$ cat src/rtl/regbank_arbiter.sv
// ---------------------------------------------------------------------------
// regbank_arbiter
//
// Shared 8-bit register bank with two host ports (port 0 = SPI peripheral,
// port 1 = I2C peripheral). Each port has a one-deep write buffer. A
// round-robin arbiter commits at most one buffered write per cycle. Sticky
// overflow, address-error and collision status is readable at STATUS_ADDR,
// and writing there clears bits (write-one-to-clear).
//
// Handshake: pX_we is a single-cycle strobe with no ready/back-pressure.
// A strobe is captured when the port buffer is empty or is being drained
// in the same cycle. Otherwise it is dropped and the port overflow bit is
// set. Reads have no handshake: pX_rdata is registered every cycle from
// pX_addr and reflects committed state only.
//
// Configuration macro: ARB_FIXED_PRIORITY_EN
//   defined     -> ties always granted to port 0
//   not defined -> ties alternate (round-robin on last grant)
//
// Ports:
//   clk, rst_n            clock, asynchronous active-low reset
//   ena                   1 = accept new write captures
//   p0_we/p1_we           single-cycle write strobes
//   p0_addr/p1_addr [7:0] register address (write target and read address)
//   p0_wdata/p1_wdata     write data
//   p0_rdata/p1_rdata     registered read data
//   regs_o                flat bank contents, reg k at [8k+7:8k]
//   status_o              {coll_cnt[2:0], coll, p1_aerr, p0_aerr, p1_ovf, p0_ovf}
// ---------------------------------------------------------------------------
module regbank_arbiter #(
   parameter int         NUM_REGS    = 16,
   parameter logic [7:0] STATUS_ADDR = 8'hFF
) (
   input  logic                  clk,
   input  logic                  rst_n,
   input  logic                  ena,
   input  logic                  p0_we,
   input  logic                  p1_we,
   input  logic [7:0]            p0_addr,
   input  logic [7:0]            p1_addr,
   input  logic [7:0]            p0_wdata,
   input  logic [7:0]            p1_wdata,
   output logic [7:0]            p0_rdata,
   output logic [7:0]            p1_rdata,
   output logic [8*NUM_REGS-1:0] regs_o,
   output logic [7:0]            status_o
);

   localparam int         IDX_W      = (NUM_REGS > 1) ? $clog2(NUM_REGS) : 1;
   localparam logic [8:0] NUM_REGS_W = 9'(NUM_REGS);

   logic [7:0]       r_regs [NUM_REGS];
   logic [7:0]       r_status;
   logic [1:0]       r_pend;
   logic [7:0]       r_addr [2];
   logic [7:0]       r_data [2];
   logic [7:0]       r_p0_rdata;
   logic [7:0]       r_p1_rdata;
`ifndef ARB_FIXED_PRIORITY_EN
   logic             r_last_grant;
`endif

   logic [1:0]       w_we;
   logic [7:0]       w_in_addr [2];
   logic [7:0]       w_in_data [2];
   logic [1:0]       w_gnt;
   logic [1:0]       w_cap;
   logic [1:0]       w_ovf;
   logic             w_coll;
   logic             w_commit;
   logic             w_sel;
   logic [7:0]       w_c_addr;
   logic [7:0]       w_c_data;
   logic             w_c_is_reg;
   logic             w_c_is_stat;
   logic [IDX_W-1:0] w_c_idx;
   logic [7:0]       w_status_nxt;

   assign w_we         = {p1_we, p0_we};
   assign w_in_addr[0] = p0_addr;
   assign w_in_addr[1] = p1_addr;
   assign w_in_data[0] = p0_wdata;
   assign w_in_data[1] = p1_wdata;

   // Arbitration on the pending bits only.
   always_comb begin
      w_gnt = 2'b00;
`ifdef ARB_FIXED_PRIORITY_EN
      if (r_pend[0])      w_gnt = 2'b01;
      else if (r_pend[1]) w_gnt = 2'b10;
`else
      // On a tie, the port that did not win last time is served.
      if (r_pend == 2'b11) w_gnt = r_last_grant ? 2'b01 : 2'b10;
      else                 w_gnt = r_pend;
`endif
   end

   assign w_coll      = &r_pend;
   assign w_commit    = |w_gnt;
   assign w_sel       = w_gnt[1];
   assign w_c_addr    = r_addr[w_sel];
   assign w_c_data    = r_data[w_sel];
   assign w_c_is_reg  = ({1'b0, w_c_addr} < NUM_REGS_W);
   assign w_c_is_stat = (w_c_addr == STATUS_ADDR);
   assign w_c_idx     = w_c_addr[IDX_W-1:0];

   // A buffer being drained this cycle can refill from a same-cycle strobe.
   assign w_cap = w_we & {2{ena}} & (~r_pend | w_gnt);
   assign w_ovf = w_we & {2{ena}} & r_pend & ~w_gnt;

   always_comb begin
      w_status_nxt      = r_status;
      w_status_nxt[1:0] = r_status[1:0] | w_ovf;
      if (w_commit && !w_c_is_reg && !w_c_is_stat) begin
         if (w_sel) w_status_nxt[3] = 1'b1;
         else       w_status_nxt[2] = 1'b1;
      end
      if (w_coll) begin
         w_status_nxt[4] = 1'b1;
         if (r_status[7:5] != 3'd7) w_status_nxt[7:5] = r_status[7:5] + 3'd1;
      end
      // Clear is applied last so it wins over same-cycle set events.
      if (w_commit && w_c_is_stat) w_status_nxt = w_status_nxt & ~w_c_data;
   end

   function automatic logic [7:0] read_mux(input logic [7:0] a);
      logic [7:0] v;
      v = 8'h00;
      if ({1'b0, a} < NUM_REGS_W) v = r_regs[a[IDX_W-1:0]];
      else if (a == STATUS_ADDR)  v = r_status;
      return v;
   endfunction

   always_ff @(posedge clk or negedge rst_n) begin
      if (!rst_n) begin
         r_pend     <= 2'b00;
         r_addr[0]  <= 8'h00;
         r_addr[1]  <= 8'h00;
         r_data[0]  <= 8'h00;
         r_data[1]  <= 8'h00;
         r_status   <= 8'h00;
         r_p0_rdata <= 8'h00;
         r_p1_rdata <= 8'h00;
      end else begin
         for (int i = 0; i < 2; i++) begin
            if (w_cap[i]) begin
               r_pend[i] <= 1'b1;
               r_addr[i] <= w_in_addr[i];
               r_data[i] <= w_in_data[i];
            end else if (w_gnt[i]) begin
               r_pend[i] <= 1'b0;
            end
         end
         r_status   <= w_status_nxt;
         r_p0_rdata <= read_mux(p0_addr);
         r_p1_rdata <= read_mux(p1_addr);
      end
   end

`ifndef ARB_FIXED_PRIORITY_EN
   always_ff @(posedge clk or negedge rst_n) begin
      if (!rst_n)        r_last_grant <= 1'b1;
      else if (w_commit) r_last_grant <= w_sel;
   end
`endif

   always_ff @(posedge clk or negedge rst_n) begin
      if (!rst_n) begin
         for (int k = 0; k < NUM_REGS; k++) r_regs[k] <= 8'h00;
      end else if (w_commit && w_c_is_reg) begin
         r_regs[w_c_idx] <= w_c_data;
      end
   end

   for (genvar k = 0; k < NUM_REGS; k++) begin : g_flat
      assign regs_o[8*k +: 8] = r_regs[k];
   end

   assign p0_rdata = r_p0_rdata;
   assign p1_rdata = r_p1_rdata;
   assign status_o = r_status;

endmodule
$ cat config.mk
export PLATFORM = sky130hd
export DESIGN_NAME = regbank_arbiter
export DESIGN_NICKNAME = d
export VERILOG_FILES = /design/src/rtl/regbank_arbiter.sv
export SDC_FILE = /design/constraint.sdc
export NUM_CORES = 1
export LEC_CHECK = 0
export ABC_CLOCK_PERIOD_IN_PS = 5400
export BUFFER_PORTS_ARGS = -buffer_cell sky130_fd_sc_hd__buf_2
export CORE_MARGIN = 2
export CORE_UTILIZATION = 44
export DETAILED_ROUTE_END_ITERATION = 12
export HOLD_SLACK_MARGIN = 0.12
export MAX_ROUTING_LAYER = met4
export PLACE_DENSITY_LB_ADDON = 0.12
export RECOVER_POWER = 25
export SYNTH_ARGS = -nofsm -noshare
export SYNTH_HDL_FRONTEND = slang
export SYNTH_SLANG_ARGS = --single-unit
$ cat constraint.sdc
create_clock -name clk -period 5.4 [get_ports clk]
set_input_delay 1.08 -clock clk [delete_from_list [all_inputs] [get_ports clk]]
set_output_delay 1.08 -clock clk [all_outputs]
set_load 0.05 [all_outputs]
==> run_results.csv <==
group,metric,value,unit
layout,area_growth,17.2,%
synth,avgSynthCellArea,14.2,um^2
power_and_ir_drop,total_power,4690,uW
synth,synth_edf_count,0,
job,cap_violations,1,
sta,period_share,59.7,%
grt,gr-total-overflow,0,
cts,cts_setup_buffers,0,
worst_setup_path,crit_start,"rst_n",
power_and_ir_drop,static-leakage-power,0.00541,uW
floorplan,initial_core_util,44.8,%
grt,grt_use_total,27.4,%
synth,synth-seq-cells,187,
synth,syn_nets,731,
worst_setup_path,endpoint,"r_addr[14]",
worst_setup_path,rr_startpoint,"r_pend[1]",
synth,syn-cell-area,9820,um^2
worst_setup_path,rr_endpoint,"regs_o[114]",
place,post_dp_cell_area,10900,um^2
power_and_ir_drop,power_density,407,nW/um^2
grt,grt_pass1_wl,46700,um
sta,tightest_slew,2.59,ns
synth,synth_common_cells,"dfrtp_1, mux2_2, mux4_2, nand2_1, nand4_1",
power_and_ir_drop,ir_drop,0.000200,V
synth,yosysSeqAreaShare,47.7,%
synth,yosysTopAreaCellShare,47.4,%
cts,cts_buffers,17,
layout,finish.instance_area,11500,um^2
place,place_inst,1118,
worst_setup_path,cp.depth,2,
worst_setup_path,cp_top_family,"buffers and inverters",
layout,fin_nets,895,
synth,yosys-top-cells-area,"dfrtp_1, mux2_2, mux4_2",
place,place_hpwl,20900,um
worst_setup_path,endpoint_kind,"async pin",
cts,cts_hold_buf,0,
routing,antenna_left,0,
layout,instances_no_fill,1151,
floorplan,ioPinCount,189,
worst_setup_path,slowest_stage,"clkbuf_2",
sta,final_hold_viol_count,0,
cts,clock_sinks,187,
sta,final_max_slew_viol_count,100,
floorplan,die_height,153,um
cts,cts_root_buffer,"clkbuf_16",
worst_setup_path,worstSetupPathType,"input port to async pin",
synth,yosysWarnings,0,
sta,slew_headroom,-72.5,%
sta,setup_viol,0,
floorplan,num_rows,54,
grt,grt_antenna_before_repair,0,
min_path,min-delay-path-class,"flip-flop to flip-flop",
cts,clockBufferDepth,2,
cts,htreeDepth,4,
grt,grt_max_degree,100,
outcome,status,"finished, violations left",
place,place.gp.congestion,0.906,
routing,routed_via_density,6.11,
routing,first_iter_violations,589,
cts,cts_resized,0,
synth,syn_inst,693,
worst_setup_path,reg2reg_slack,2.49,ns
sta,rsz0062_at_grt,"false",
worst_setup_path,cp.arrival,3.75,ns
sta,period_needed,3.22,ns
synth,synth_cell_types,37,
worst_setup_path,path_cells,"clkbuf_2 > buf_4",
routing,drc_errors,0,
cts,insertion_delay,0.45,ns
floorplan,dieArea,23500,um^2
sta,setup-tns-final,0,ns
grt,grt_pass1_vias,7349,
floorplan,core,21900,um^2
worst_setup_path,cp.required,5.92,ns
routing,dr_total_vias,7037,
layout,drive_gt1_share,54.3,%
worst_setup_path,max_stage_delay,1.74,ns
synth,yosysMostFrequentCell,"dfrtp_1",
layout,fin_util,52.6,%
cts,cts_tree,"built",
outcome,violations,"capacitance limit, slew limit",
sta,fin_skew,0.0163,ns
place,portBuffers,188,
synth,ys.flop_type,"dfrtp_1",
worst_setup_path,path_max_fanout,99,
worst_setup_path,cp-start-kind,"input port",
routing,wl,30700,um
sta,timing.fmax,0.310,GHz
synth,async_flop_share,100,%
synth,synth_top_area_cell,"dfrtp_1",
routing,first_pass_iters,7,
routing,wire_per_inst,26.7,um
cts,clk_pin_slew,0.08,ns
floorplan,die_x,153,um
worst_setup_path,rr_worst_depth,4,
worst_setup_path,crit_buf_inv,2,
-- cell type report --
cell class | count | area, um^2
clock buffers | 17 | 425
clock inverters | 15 | 178
fillers | 1905 | 10400
multi-input cells | 454 | 4870
diodes | 1 | 2.50
repair buffers | 195 | 988
well taps | 280 | 350
flip-flops and latches | 187 | 4680
inverters | 2 | 7.51
-- how the worst min path moves through the flow --
stage	slack [ns]	endpoint	depth (start not counted)	startpoint
after detailed placement	0.50	r_data[15]	1	r_data[15]
after global routing	0.53	r_data[8]	1	r_data[8]
after floorplan	0.47	r_data[10]	1	r_data[10]
final	0.52	r_data[10]	1	r_data[10]
after global placement	0.49	r_data[10]	1	r_data[10]
after CTS	0.51	r_data[15]	1	r_data[15]
-- cells in the final DEF (no fill, tap or decap), types with 2 or more instances in the layout --
cell type | Yosys | layout
a21o_1 | 18 | 18
a31oi_1 | 4 | 4
nor2_1 | 8 | 8
a21oi_4 | 15 | 15
buf_2 | 17 | 186
or4_1 | 2 | 2
buf_4 | 6 | 6
inv_1 | 2 | 2
nand4b_1 | 8 | 8
and2_1 | 4 | 4
clkbuf_1 | 22 | 2
and4_1 | 2 | 2
nand2_1 | 41 | 41
clkbuf_16 | 0 | 17
mux4_2 | 64 | 64
mux2i_1 | 17 | 17
o21ai_0 | 2 | 2
clkinv_8 | 0 | 2
nor4_4 | 2 | 2
mux2_2 | 161 | 161
nand4_1 | 30 | 30
dfrtp_1 | 186 | 186
a211oi_1 | 17 | 17
inv_8 | 0 | 6
nor2b_1 | 23 | 23
a21oi_1 | 25 | 25
inv_6 | 0 | 3
-- metrics by stage --
| step | setup WS (ns) | hold slack [ns] |
|---|---|---|
| CTS | 2.50 | 0.513 |
| global route | 1.64 | 0.535 |
| global placement | 2.11 | 0.488 |
| detailed placement | 2.05 | 0.495 |
| finish | 2.18 | 0.515 |
| floorplan | 2.85 | 0.475 |
-- cells by family (layout without fill, tap and decap cells) --
logic type      after synthesis  in the layout  synth area share, %
mux                         242            242                 34.9
compound gates               87             87                 7.38
simple gates                123            123                 7.16
fa+ha+maj                     1              1                0.127
xor+xnor                      1              1               0.0892
buf+inv                      52            229                 2.66
other cells                   0              1                    0
flops                       187            187                 47.7
-- sequential cells by signal, indices dropped and copies added (netlist names) --
signal        cells
p1_rdata          8
p0_rdata          8
regs_o          128
status_o          8
r_addr           16
r_data           16
r_pend            2
r_last_grant      1
-- power by group --
group	internal, uW	total [uW]	switching [uW]
clock network	667	1300	629
registers	1620	1870	257
logic	474	1520	1040
-- routing by layer --
metal | GRT usage [%] | vias up | wire length (um)
li1 | - | 2983 | -
met1 | 37.0 | 3721 | 13200
met2 | 43.3 | 284 | 15100
met3 | 3.88 | 49 | 1790
met4 | 8.78 | 0 | 688
met5 | - | - | 0
Power figures use the tool's default switching activity.
